===== config.mk =====
export PLATFORM = sky130hd
export DESIGN_NAME = attractor_sweep_ctrl_flat
export DESIGN_NICKNAME = d
export VERILOG_FILES = /design/src/rtl/attractor_sweep_ctrl_pkg.sv /design/src/rtl/attractor_sweep_ctrl_if.sv /design/src/rtl/attractor_sweep_ctrl_detect.sv /design/src/rtl/attractor_sweep_ctrl.sv /design/src/flat_wrapper.sv
export SDC_FILE = /design/constraint.sdc
export NUM_CORES = 1
export LEC_CHECK = 0
export BUFFER_PORTS_ARGS = -buffer_cell sky130_fd_sc_hd__buf_2
export CAP_MARGIN = 40
export CORE_MARGIN = 5
export CORE_UTILIZATION = 63
export CTS_BUF_LIST = sky130_fd_sc_hd__clkbuf_8
export DETAILED_ROUTE_END_ITERATION = 8
export PLACE_DENSITY = 0.88
export SLEW_MARGIN = 0
export SYNTH_ARGS = -nofsm -noshare
export SYNTH_HDL_FRONTEND = slang
export SYNTH_SLANG_ARGS = --single-unit
export TNS_END_PERCENT = 30

===== constraint.sdc =====
create_clock -name clk -period 4.5 [get_ports clk]
set_input_delay 0.675 -clock clk [delete_from_list [all_inputs] [get_ports clk]]
set_output_delay 0.675 -clock clk [all_outputs]
set_load 0.01 [all_outputs]

===== src/rtl/attractor_sweep_ctrl_pkg.sv =====
// Shared types for the Boolean-network attractor sweep: result kinds, FSM states, defaults.
package gene_net_pkg;

   localparam int N_GENES_DEFAULT   = 8;
   localparam int MAX_STEPS_DEFAULT = 16;

   typedef enum logic [1:0] {
      KIND_NONE    = 2'b00,
      KIND_FIXED   = 2'b01,
      KIND_CYCLE   = 2'b10,
      KIND_TIMEOUT = 2'b11
   } kind_t;

   typedef enum logic [2:0] {
      ST_IDLE,
      ST_LOAD,
      ST_SETTLE,
      ST_RUN,
      ST_REPORT,
      ST_DONE
   } fsm_t;

endpackage


===== src/rtl/attractor_sweep_ctrl_if.sv =====
// Result channel from the sweep controller to the logger; valid/ready, fields held while stalled.
interface attractor_sweep_ctrl_if
   import gene_net_pkg::*;
#(
   parameter int N_GENES = N_GENES_DEFAULT,
   parameter int STEP_W  = $clog2(MAX_STEPS_DEFAULT + 1)
);
   logic                res_valid;
   logic                res_ready;
   logic [N_GENES-1:0]  res_init;
   logic [N_GENES-1:0]  res_attr;
   kind_t               res_kind;
   logic [STEP_W-1:0]   res_steps;

   modport master (
      output res_valid, res_init, res_attr, res_kind, res_steps,
      input  res_ready
   );

   modport slave (
      input  res_valid, res_init, res_attr, res_kind, res_steps,
      output res_ready
   );
endinterface


===== src/rtl/attractor_sweep_ctrl_detect.sv =====
// Trajectory history (s1, s2), step counter and fixed/2-cycle/timeout classification.
// Combinational hit/kind from the current network state; history updates only on non-hit RUN cycles.
module attractor_detect
   import gene_net_pkg::*;
#(
   parameter int N_GENES   = N_GENES_DEFAULT,
   parameter int MAX_STEPS = MAX_STEPS_DEFAULT,
   parameter int STEP_W    = $clog2(MAX_STEPS + 1)
) (
   input  logic               clk,
   input  logic               rst,
   input  logic               clear,
   input  logic               capture,
   input  logic               active,
   input  logic [N_GENES-1:0] net_state,
   output logic               hit,
   output kind_t              kind,
   output logic [STEP_W-1:0]  step
);
   logic [N_GENES-1:0] s1;
   logic [N_GENES-1:0] s2;
   logic               is_fixed;
   logic               is_cycle;
   logic               is_timeout;

   assign is_fixed   = (net_state == s1);
   assign is_cycle   = (step >= STEP_W'(2)) && (net_state == s2) && !is_fixed;
   assign is_timeout = (step == STEP_W'(MAX_STEPS));

   always_comb begin
      kind = KIND_NONE;
      if (is_fixed)        kind = KIND_FIXED;
      else if (is_cycle)   kind = KIND_CYCLE;
      else if (is_timeout) kind = KIND_TIMEOUT;
      hit = active && (kind != KIND_NONE);
   end

   always_ff @(posedge clk or posedge rst) begin
      if (rst) begin
         s1   <= '0;
         s2   <= '0;
         step <= '0;
      end else if (clear) begin
         step <= '0;
      end else if (capture) begin
         s1   <= net_state;
         step <= STEP_W'(1);
      end else if (active && !hit) begin
         s2   <= s1;
         s1   <= net_state;
         step <= step + STEP_W'(1);
      end
   end
endmodule


===== src/rtl/attractor_sweep_ctrl.sv =====
// Sweeps all 2^N_GENES initial states through the network, one classified result each (4 cycles min per state).
// Result held under backpressure with the network frozen; ATTRACTOR_STATS_EN adds per-kind result counters.
module attractor_sweep_ctrl
   import gene_net_pkg::*;
#(
   parameter int N_GENES   = N_GENES_DEFAULT,
   parameter int MAX_STEPS = MAX_STEPS_DEFAULT,
   parameter int STEP_W    = $clog2(MAX_STEPS + 1)
) (
   input  logic                   clk,
   input  logic                   rst,
   input  logic                   start,
   output logic                   net_load,
   output logic [N_GENES-1:0]     net_init,
   output logic                   net_en,
   input  logic [N_GENES-1:0]     net_state,
   attractor_sweep_ctrl_if.master res,
   output logic                   busy,
   output logic                   done
`ifdef ATTRACTOR_STATS_EN
   ,
   output logic [N_GENES:0]       cnt_fixed,
   output logic [N_GENES:0]       cnt_cycle,
   output logic [N_GENES:0]       cnt_timeout
`endif
);
   fsm_t               state;
   logic [N_GENES-1:0] cur_init;
   logic               hit;
   kind_t              kind;
   logic [STEP_W-1:0]  step;
   logic               accept;

   assign accept = (state == ST_REPORT) && res.res_ready;

   // The detection cycle must not advance the network, so net_en cannot wait a clock for hit.
   assign net_en = (state == ST_SETTLE) || ((state == ST_RUN) && !hit);

   attractor_detect #(
      .N_GENES   (N_GENES),
      .MAX_STEPS (MAX_STEPS),
      .STEP_W    (STEP_W)
   ) u_detect (
      .clk       (clk),
      .rst       (rst),
      .clear     (state == ST_LOAD),
      .capture   (state == ST_SETTLE),
      .active    (state == ST_RUN),
      .net_state (net_state),
      .hit       (hit),
      .kind      (kind),
      .step      (step)
   );

   always_ff @(posedge clk or posedge rst) begin
      if (rst) begin
         state         <= ST_IDLE;
         cur_init      <= '0;
         net_load      <= 1'b0;
         net_init      <= '0;
         busy          <= 1'b0;
         done          <= 1'b0;
         res.res_valid <= 1'b0;
         res.res_init  <= '0;
         res.res_attr  <= '0;
         res.res_kind  <= KIND_NONE;
         res.res_steps <= '0;
      end else begin
         net_load <= 1'b0;
         done     <= 1'b0;
         case (state)
            ST_IDLE: begin
               if (start) begin
                  cur_init <= '0;
                  net_init <= '0;
                  net_load <= 1'b1;
                  busy     <= 1'b1;
                  state    <= ST_LOAD;
               end
            end
            ST_LOAD:   state <= ST_SETTLE;
            ST_SETTLE: state <= ST_RUN;
            ST_RUN: begin
               if (hit) begin
                  res.res_valid <= 1'b1;
                  res.res_init  <= cur_init;
                  res.res_attr  <= net_state;
                  res.res_kind  <= kind;
                  res.res_steps <= step;
                  state         <= ST_REPORT;
               end
            end
            ST_REPORT: begin
               if (accept) begin
                  res.res_valid <= 1'b0;
                  if (cur_init == '1) begin
                     done  <= 1'b1;
                     busy  <= 1'b0;
                     state <= ST_DONE;
                  end else begin
                     cur_init <= cur_init + N_GENES'(1);
                     net_init <= cur_init + N_GENES'(1);
                     net_load <= 1'b1;
                     state    <= ST_LOAD;
                  end
               end
            end
            ST_DONE:  state <= ST_IDLE;
            default:  state <= ST_IDLE;
         endcase
      end
   end

`ifdef ATTRACTOR_STATS_EN
   always_ff @(posedge clk or posedge rst) begin
      if (rst) begin
         cnt_fixed   <= '0;
         cnt_cycle   <= '0;
         cnt_timeout <= '0;
      end else if ((state == ST_IDLE) && start) begin
         cnt_fixed   <= '0;
         cnt_cycle   <= '0;
         cnt_timeout <= '0;
      end else if (accept) begin
         case (res.res_kind)
            KIND_FIXED:   cnt_fixed   <= cnt_fixed   + 1'b1;
            KIND_CYCLE:   cnt_cycle   <= cnt_cycle   + 1'b1;
            KIND_TIMEOUT: cnt_timeout <= cnt_timeout + 1'b1;
            default:      ;
         endcase
      end
   end
`endif
endmodule


===== src/flat_wrapper.sv =====
// flat-port wrapper written by rule: the top's interface ports become plain ports
module attractor_sweep_ctrl_flat import gene_net_pkg::*;
#(
   parameter int N_GENES   = N_GENES_DEFAULT,
   parameter int MAX_STEPS = MAX_STEPS_DEFAULT,
   parameter int STEP_W    = $clog2(MAX_STEPS + 1)
)
  (clk, rst, start, net_load, net_init, net_en, net_state, busy, done, res_res_valid, res_res_init, res_res_attr, res_res_kind, res_res_steps, res_res_ready);
  attractor_sweep_ctrl_if #(.N_GENES(N_GENES), .STEP_W(STEP_W)) res_i ();
  input  logic clk;
  input  logic rst;
  input  logic start;
  output logic net_load;
  output logic [N_GENES-1:0] net_init;
  output logic net_en;
  input  logic [N_GENES-1:0] net_state;
  output logic busy;
  output logic done;
  output wire logic [$bits(res_i.res_valid)-1:0] res_res_valid;
  output wire logic [$bits(res_i.res_init)-1:0] res_res_init;
  output wire logic [$bits(res_i.res_attr)-1:0] res_res_attr;
  output wire logic [$bits(res_i.res_kind)-1:0] res_res_kind;
  output wire logic [$bits(res_i.res_steps)-1:0] res_res_steps;
  input wire logic [$bits(res_i.res_ready)-1:0] res_res_ready;
  assign res_res_valid = res_i.res_valid;
  assign res_res_init = res_i.res_init;
  assign res_res_attr = res_i.res_attr;
  assign res_res_kind = res_i.res_kind;
  assign res_res_steps = res_i.res_steps;
  assign res_i.res_ready = res_res_ready;
  attractor_sweep_ctrl #(.N_GENES(N_GENES), .MAX_STEPS(MAX_STEPS), .STEP_W(STEP_W)) u_core (.clk(clk), .rst(rst), .start(start), .net_load(net_load), .net_init(net_init), .net_en(net_en), .net_state(net_state), .res(res_i), .busy(busy), .done(done));
endmodule

Word level (Yosys, flattened, before mapping). Index checks and enable logic that the tools add are counted.

Bits of input ports: 12. Output and inout bits: 36. RAM bits: 0. Memories: 0. Memory bits (read-only): 0. Bits in registers: 59. Bits in latches: 0.

Div/mod/pow operators: 0. Bitwise operators: 2. Equal/unequal tests: 13. Mux-type cells: 31. Reductions and logical operators: 21. Add/sub/neg operators: 2. Shifts and indexed selects: 0. Magnitude comparators: 1. $mul: 0.

Operators by type and width (count): $mux W8 (5); $eq A8 B8 Y1 (2); $pmux W8 S2 (1); $mux W5 (3); $pmux W3 S5 (1); $mux W3 (4); $mux W1 (11); $reduce_and A3 Y1 (3); $add A8 B1 Y8 const B (1); $eq A8 B8 Y1 const B (1); $reduce_and A4 Y1 (2); $reduce_bool A2 Y1 (4); $eq A3 B2 Y1 const B (2); $mux W2 (3); $ne A2 B2 Y1 const B (3); $pmux W1 S2 (3); $add A5 B1 Y5 const B (1); $eq A5 B5 Y1 const B (1); $ge A5 B2 Y1 const B (1); $logic_and A1 B1 Y1 (5); $ne A2 B1 Y1 const B (2); $reduce_and A2 Y1 (2); $eq A3 B1 Y1 const B (1); $eq A3 B3 Y1 const B (1); 5 further kinds (7).

Logic depth before layout (Yosys ltp). Gate-level depths: netlist of run 1.

Word-level depth: 12. Depth in mapped cells: 9.

Modules after synthesis. From an unflattened synthesis of run 1, not the netlist that was laid out.

Cells, all modules: 227. Area, all modules: 2950.3 µm².

Modules (own cells, without submodules): attractor_sweep_ctrl (area an instance 1731.7 µm², times used 1, cells each 127); attractor_detect (area an instance 1218.7 µm², times used 1, cells each 100).

Worst setup path after synthesis of run 1. Ideal clock, no wire load.

Path kind: input to output. From: input port net_state[1]. To: output port net_en. Data arrival time: 1.750 ns. Path slack: 2.075 ns. Stages: 5. Cells stage by stage: xor2_1 > nor4_4 > nand3_4 > a21boi_2 > nor2_1.

Word-level cells in the longest chain between the ends: 10.

Ends and longest elaborated chain: start: declaration (line flat_wrapper.sv:16) `input logic [N_GENES-1:0] net_state;`; $eq A8 B8 Y1 (on tied branches) (line attractor_sweep_ctrl_detect.sv:27, attractor_sweep_ctrl_detect.sv:26); $logic_and A1 B1 Y1 / $logic_not A1 Y1 (equally long branches) (line attractor_sweep_ctrl_detect.sv:27) `assign is_cycle = (step >= STEP_W'(2)) && (net_state == s2) && !is_fixed;`; $logic_and A1 B1 Y1 (line attractor_sweep_ctrl_detect.sv:27); $mux W2 (line attractor_sweep_ctrl_detect.sv:33) `else if (is_cycle) kind = KIND_CYCLE;`; $mux W2 (*) (line attractor_sweep_ctrl_detect.sv:32) `if (is_fixed) kind = KIND_FIXED;`; $reduce_bool A2 Y1 (*) (line attractor_sweep_ctrl_detect.sv:35) `hit = active && (kind != KIND_NONE);`; $logic_and A1 B1 Y1 (*) (line attractor_sweep_ctrl_detect.sv:35); $logic_not A1 Y1 (*) (line attractor_sweep_ctrl.sv:37) `assign net_en = (state == ST_SETTLE) || ((state == ST_RUN) && !hit);`; $logic_and A1 B1 Y1 (*) (line attractor_sweep_ctrl.sv:37); $logic_or A1 B1 Y1 (*) (line attractor_sweep_ctrl.sv:37); end: declaration (line flat_wrapper.sv:15) `output logic net_en;`.

Every way passes the cells marked *; elsewhere a longest branch is shown, timed or not.

Worst setup path after layout of run 1. Same ends and word-level chain as after synthesis.

==> results of run 1 <==
[where the power goes]
group	switching [mW]	total [mW]	internal, mW
Sequential	0.138	0.822	0.684
Combinational	0.362	0.686	0.324
Clock	0.210	0.453	0.243
[area by class of cell]
cell class                 count  area, µm²
sequential                    59       1480
clock buffer                  12        165
multi-input combinational    170       1380
tap                           54       67.6
inverter                      18       67.6
clock inverter                 4       23.8
fill                         314       1230
timing repair buffer          49        250
[per-layer routing]
layer / GRT usage [%] / share of wire (%) / up-vias
li1: - / - / 1038
met1: 30.0 / 45 / 1094
met2: 35.6 / 48 / 64
met3: 5.56 / 4.7 / 14
met4: 9.11 / 2.1 / 0
met5: 0 / 0 / -
[layout by cell type (no fill, tap or decap), drive strengths merged, types with 2 or more instances in the layout]
master	count
dfrtp	59
a31oi	2
and4	2
and2	2
or3	2
buf	49
xnor2	9
nand2b	3
clkbuf	12
nand2	16
and3	2
inv	18
a2bb2oi	2
clkinv	4
a21oi	3
ha	4
xor2	9
nor2	15
o221ai	10
nand4	3
mux2i	3
mux2	27
o21ai	16
nand3b	2
o31ai	11
nand3	9
nor4	3
[cells by family after synthesis]
logic type      Yosys count
flops                    59
xor+xnor                 18
buf+inv                  32
simple gates             63
fa+ha+maj                 4
mux                      30
compound gates           55
[registers in the layout, indices dropped and copies added (netlist names)]
signal                flops
u_core.cur_init           8
u_core.res.res_attr       8
u_core.res.res_init       8
u_core.u_detect.s1        8
u_core.u_detect.s2        8
u_core.res.res_steps      5
u_core.u_detect.step      5
u_core.state              3
u_core.res.res_kind       2
u_core.busy               1
u_core.done               1
u_core.net_load           1
u_core.res.res_valid      1
[critical path, stage by stage]
cell,delay [ns]
buf_2,0.13
xor2_1,0.16
nor4_4,0.37
nand3_4,0.17
a21boi_2,0.48
nor2_1,0.07
buf_2,0.17
[stage by stage]
stage	instances	worst slack [ns]	hold WS (ns)	area, µm²
floorplan	261	2.08	0.475	3000
global placement	350	1.66	0.459	3240
detailed placement	350	1.59	0.481	3240
CTS	366	1.59	0.494	3430
global route	366	1.45	0.523	3430
finish	366	1.60	0.486	3430
[worst max path at each step]
stage / cells after the start / from / endpoint
final: 7 / net_state[1] / net_en
after global routing: 7 / net_state[1] / net_en
after CTS: 7 / net_state[1] / net_en
after detailed placement: 7 / net_state[1] / net_en
after global placement: 7 / net_state[1] / net_en
after floorplan: 5 / net_state[1] / net_en
==> results.sh, run 1 <==
export IMPL_cp_required_ns=3.83
export IMPL_r2r_start="u_core.u_detect.step[0]$_DFFE_PP0P_"
export IMPL_netlist_area_um2=3000
export IMPL_rows=25
export IMPL_num_antenna_cells=0
export IMPL_period_needed_ns=2.90
export IMPL_ys_types=49
export IMPL_yosys_area_top_type_share_pct=49.3
export IMPL_overflow=0
export IMPL_pin_count=48
export IMPL_synth_simple_area_share_pct=12.5
export IMPL_setup_tns_ns=0
export IMPL_drtIter0Drc=146
export IMPL_root_buffer="clkbuf_8"
export IMPL_p_leak_nw=1.72
export IMPL_synth_compound_area_share_pct=13.2
export IMPL_fin_util_pct=73.6
export IMPL_hold_end="u_core.res.res_steps[4]$_DFFE_PP0P_"
export IMPL_synth_edf_count=0
export IMPL_slew_violations=0
export IMPL_fmax_mhz=344
export IMPL_core_area_um2=4660
export IMPL_cap_viol_max_count=0
export IMPL_hold_class="reg2reg"
export IMPL_setup_viol=0
export IMPL_clk_latency_ns=0.34
export IMPL_finalCritPeriodShare_pct=64.5
export IMPL_async_flop_share_pct=100
export IMPL_slew_headroom_pct=45.4
export IMPL_h_tree_depth=3
export IMPL_syn_inst=261
export IMPL_cp_max_fo=10
export IMPL_yosys_area_top_type="dfrtp_1"
export IMPL_cts_repair_resized=0
export IMPL_synth_area_leaders="dfrtp_1, mux2_4, mux2_2, o221ai_1, o31ai_1"
export IMPL_syn2layout_area_growth_pct=14.4
export IMPL_critPathCaptureType="output pin"
export IMPL_post_route_drc_count=0
export IMPL_initial_core_util_pct=64.3
export IMPL_yosysMostFrequentCell="dfrtp_1"
export IMPL_reg2reg_depth=8
export IMPL_crit_arrival_ns=2.23
export IMPL_cts_tree="yes"
export IMPL_first_pass_iters=4
export IMPL_synth_ff_type="dfrtp_1"
export IMPL_drt_total_wl_um=6420
export IMPL_die_y_um=79.0
export IMPL_status="finished, final reports clean"
export IMPL_synth_seq_area_share_pct=49.3
export IMPL_cts_sinks=59
export IMPL_synth_top_family_by_area="multiplexers"
export IMPL_hold_depth=1
export IMPL_rsz0062_at_grt="false"
export IMPL_cts_reportedPaths_clkPinSlew_ns=0.06
export IMPL_via_per_inst=6.04
export IMPL_ant_nets=0
export IMPL_die_w_um=79.0
export IMPL_syn_nets=277
export IMPL_reg2reg_slack_ns=1.96
export IMPL_final_layout_size_suffix_gt1_share_pct=31.7
export IMPL_finalClockSkew_ns=0.00705
export IMPL_path_class="in2out"
export IMPL_yosys_top_cells_count="dfrtp_1, inv_1, mux2_4"
export IMPL_hold_viol_final=0
export IMPL_grt_use_total_pct=22.6
export IMPL_grt_pass1_vias=2155
export IMPL_grt_max_degree=60
export IMPL_ctsLongestPathBuffers=2
export IMPL_place_congestion=0.868
export IMPL_dp_hpwl_um=4350
export IMPL_synth_fa_ha_area_share_pct=1.67
export IMPL_dieArea_um2=6240
export IMPL_reg2reg_to="u_core.res.res_steps[4]$_DFFE_PP0P_"
export IMPL_hold_buffers=0
export IMPL_num_vias=2210
export IMPL_grt_pass1_wl_um=10900
export IMPL_p_per_area_nw_per_um2=572
export IMPL_detail_route_wl_per_cell_um=17.5
export IMPL_hold_start="u_core.res.res_steps[4]$_DFFE_PP0P_"
export IMPL_cp_start_kind="primary input"
export IMPL_syn_area_per_cell_um2=11.5
export IMPL_antenna_found_initial=0
export IMPL_synth_mux_area_share_pct=13.4
export IMPL_synth_seq_cells=59
export IMPL_power_mw=1.96
export IMPL_final_nets=323
export IMPL_vdd_drop_max_uv=374
export IMPL_cts_made_buffers=9
export IMPL_portBuffers=47
export IMPL_synth_xor_area_share_pct=5.26
export IMPL_tightest_slew_ns=0.820
export IMPL_post_cts_setup_buffers=0
export IMPL_synth_warnings=0
No activity file was read; power rests on OpenSTA's default activity.
==> run 2: changes to the inputs <==
--- a/config.mk
+++ b/config.mk
@@ -8,10 +8,10 @@
 export BUFFER_PORTS_ARGS = -buffer_cell sky130_fd_sc_hd__buf_2
 export CAP_MARGIN = 40
 export CORE_MARGIN = 5
-export CORE_UTILIZATION = 63
+export CORE_UTILIZATION = 53
 export CTS_BUF_LIST = sky130_fd_sc_hd__clkbuf_8
 export DETAILED_ROUTE_END_ITERATION = 8
-export PLACE_DENSITY = 0.88
+export PLACE_DENSITY = 0.78
 export SLEW_MARGIN = 0
 export SYNTH_ARGS = -nofsm -noshare
 export SYNTH_HDL_FRONTEND = slang
==> constraint.sdc (replaced) <==
create_clock -name clk -period 2.34 [get_ports clk]
set_input_delay 0.351 -clock clk [delete_from_list [all_inputs] [get_ports clk]]
set_output_delay 0.351 -clock clk [all_outputs]
set_load 0.01 [all_outputs]
==> results.sh, run 2 (same netlist as run 1, synthesis figures left out) <==
export IMPL_status="finished, final reports clean"
export IMPL_ctsLongestPathBuffers=2
export IMPL_cellInternalPower_mw=2.42
export IMPL_fmax_mhz=445
export IMPL_power_frac_clock_pct=20.4
export IMPL_cp_max_fo=8
export IMPL_hold_depth=3
export IMPL_stdcell_count=394
export IMPL_cts_tree="yes"
export IMPL_dp_hpwl_um=4470
export IMPL_pin_count=48
export IMPL_wl_met1_um=2930
export IMPL_cp_start_kind="flip-flop"
export IMPL_reg2reg_slack_ns=0.12
export IMPL_overflow=0
export IMPL_p_per_area_nw_per_um2=1070
export IMPL_num_antenna_cells=0
export IMPL_num_vias=2207
export IMPL_crit_chain="inv_1 > ha_1 > nor4_1 > nand2_1 > nand3_4 > a21boi_2 > nor2_1 > buf_2"
export IMPL_cap_viol_max_count=0
export IMPL_layout_common_cells="dfrtp_1, buf_2, inv_1"
export IMPL_first_pass_iters=4
export IMPL_final_common_cell="dfrtp_1"
export IMPL_syn2layout_area_growth_pct=17.5
export IMPL_critPathCaptureType="output pin"
export IMPL_slowest_stage="dfrtp_1"
export IMPL_antenna_found_initial=0
export IMPL_seqPwrFrac_pct=41.3
export IMPL_post_route_drc_count=0
export IMPL_place_area_um2=3330
export IMPL_die_y_um=85.2
export IMPL_cts_reportedPaths_clkPinSlew_ns=0.06
export IMPL_die_w_um=85.2
export IMPL_rows=27
export IMPL_detail_route_wl_per_cell_um=16.2
export IMPL_p_leak_nw=1.77
export IMPL_hold_start="net_state[7]"
export IMPL_hold_end="u_core.u_detect.s1[7]$_DFFE_PP0P_"
export IMPL_combPwrFrac_pct=38.3
export IMPL_core_area_um2=5510
export IMPL_path_class="reg2out"
export IMPL_drtIter0Drc=144
export IMPL_ant_nets=0
export IMPL_cts_repair_resized=0
export IMPL_dr_wl_met3_um=343
export IMPL_vdd_drop_max_uv=665
export IMPL_power_share_switching_pct=35.6
export IMPL_clk_latency_ns=0.34
export IMPL_finalInstanceArea_um2=3520
export IMPL_hold_viol_final=0
export IMPL_h_tree_depth=3
export IMPL_final_layout_size_suffix_gt1_share_pct=32.9
export IMPL_holdWs_ns=0.307
export IMPL_reg2reg_to="u_core.u_detect.s2[0]$_DFFE_PP0P_"
export IMPL_grt_pass1_wl_um=10500
export IMPL_tightest_slew_ns=0.650
export IMPL_cpPeakStageDelay_ns=0.40
export IMPL_power_switching_mw=1.34
export IMPL_place_congestion=0.862
export IMPL_slew_violations=0
export IMPL_dp_cells=377
export IMPL_r2r_start="u_core.u_detect.step[0]$_DFFE_PP0P_"
export IMPL_period_needed_ns=2.25
export IMPL_finalClockSkew_ns=0.0102
export IMPL_cp_required_ns=1.99
export IMPL_cts_sinks=59
export IMPL_initial_core_util_pct=54.4
export IMPL_drt_total_wl_um=6390
export IMPL_grt_use_total_pct=18.3
export IMPL_top_layer_used="met4"
export IMPL_cts_made_buffers=9
export IMPL_setup_viol=0
export IMPL_hold_class="in2reg"
export IMPL_grt_pass1_vias=2178
export IMPL_finalCritPeriodShare_pct=95.9
export IMPL_slew_headroom_pct=56.4
export IMPL_final_nets=334
export IMPL_crit_arrival_ns=1.89
export IMPL_reg2reg_depth=8
export IMPL_portBuffers=47
export IMPL_via_per_inst=5.60
export IMPL_root_buffer="clkbuf_8"
export IMPL_wl_met2_um=3020
export IMPL_rsz0062_at_grt="true"
export IMPL_grt_max_degree=23
export IMPL_dieArea_um2=7260
-- run 2: metrics by stage --
step	power, mW	setup WS, ns	setup TNS [ns]	utilization (%)
3_3_place_gp	2.89	0.184	0	60.5
2_1_floorplan	2.54	0.354	0	-
6_report	3.76	0.0948	0	63.9
3_5_place_dp	2.94	0.0653	0	60.5
5_1_grt	4.00	-0.0528	-0.139	63.9
4_1_cts	3.72	0.0503	0	63.6
-- run 2: area by class of cell --
class                      instances  area, µm²
clock inverter                     5       22.5
fill                             426       1990
multi-input combinational        170       1380
clock buffer                      10        138
timing repair buffer              60        348
sequential                        59       1480
tap                               72       90.1
inverter                          18       67.6
-- run 2: worst max path at each step --
stage,from,endpoint,cells past startpoint
after global placement,u_core.u_detect.step[0]$_DFFE_PP0P_,u_core.u_detect.s2[1]$_DFFE_PP0P_,7
after CTS,u_core.u_detect.step[0]$_DFFE_PP0P_,u_core.u_detect.s2[3]$_DFFE_PP0P_,7
after detailed placement,u_core.u_detect.step[0]$_DFFE_PP0P_,u_core.u_detect.s2[3]$_DFFE_PP0P_,7
final,u_core.u_detect.step[0]$_DFFE_PP0P_,net_en,8
after floorplan,u_core.u_detect.step[0]$_DFFE_PP0P_,u_core.u_detect.s2[0]$_DFFE_PP0P_,8
after global routing,u_core.u_detect.step[0]$_DFFE_PP0P_,net_en,8
-- run 2: layer usage --
metal	vias to the layer above	global-route usage, %
met2	53	28.0
met5	-	0
met3	10	5.73
li1	1055	-
met4	0	8.49
met1	1089	23.8
-- run 2: timing repair --
action                                  4_1_cts  5_1_grt
setup buffers                                 0        1
hold buffers                                  1        0
hold endpoints to repair                     17        0
endpoints found under the setup margin        0        9
-- run 2: power by group through the flow --
stage | registers, mW | clock network, mW | logic [mW]
floorplan | 1.56 | 0 | 0.978
global placement | 1.55 | 0 | 1.33
detailed placement | 1.56 | 0 | 1.38
CTS | 1.55 | 0.784 | 1.39
global route | 1.59 | 0.835 | 1.57
finish | 1.55 | 0.767 | 1.44
-- run 2: worst max-delay path: cells and delay by family (launching register included) --
family          cells  cell delay, ns
simple gates        4            0.62
flops               1            0.40
compound gates      1            0.08
buf+inv             2            0.24
fa+ha+maj           1            0.22
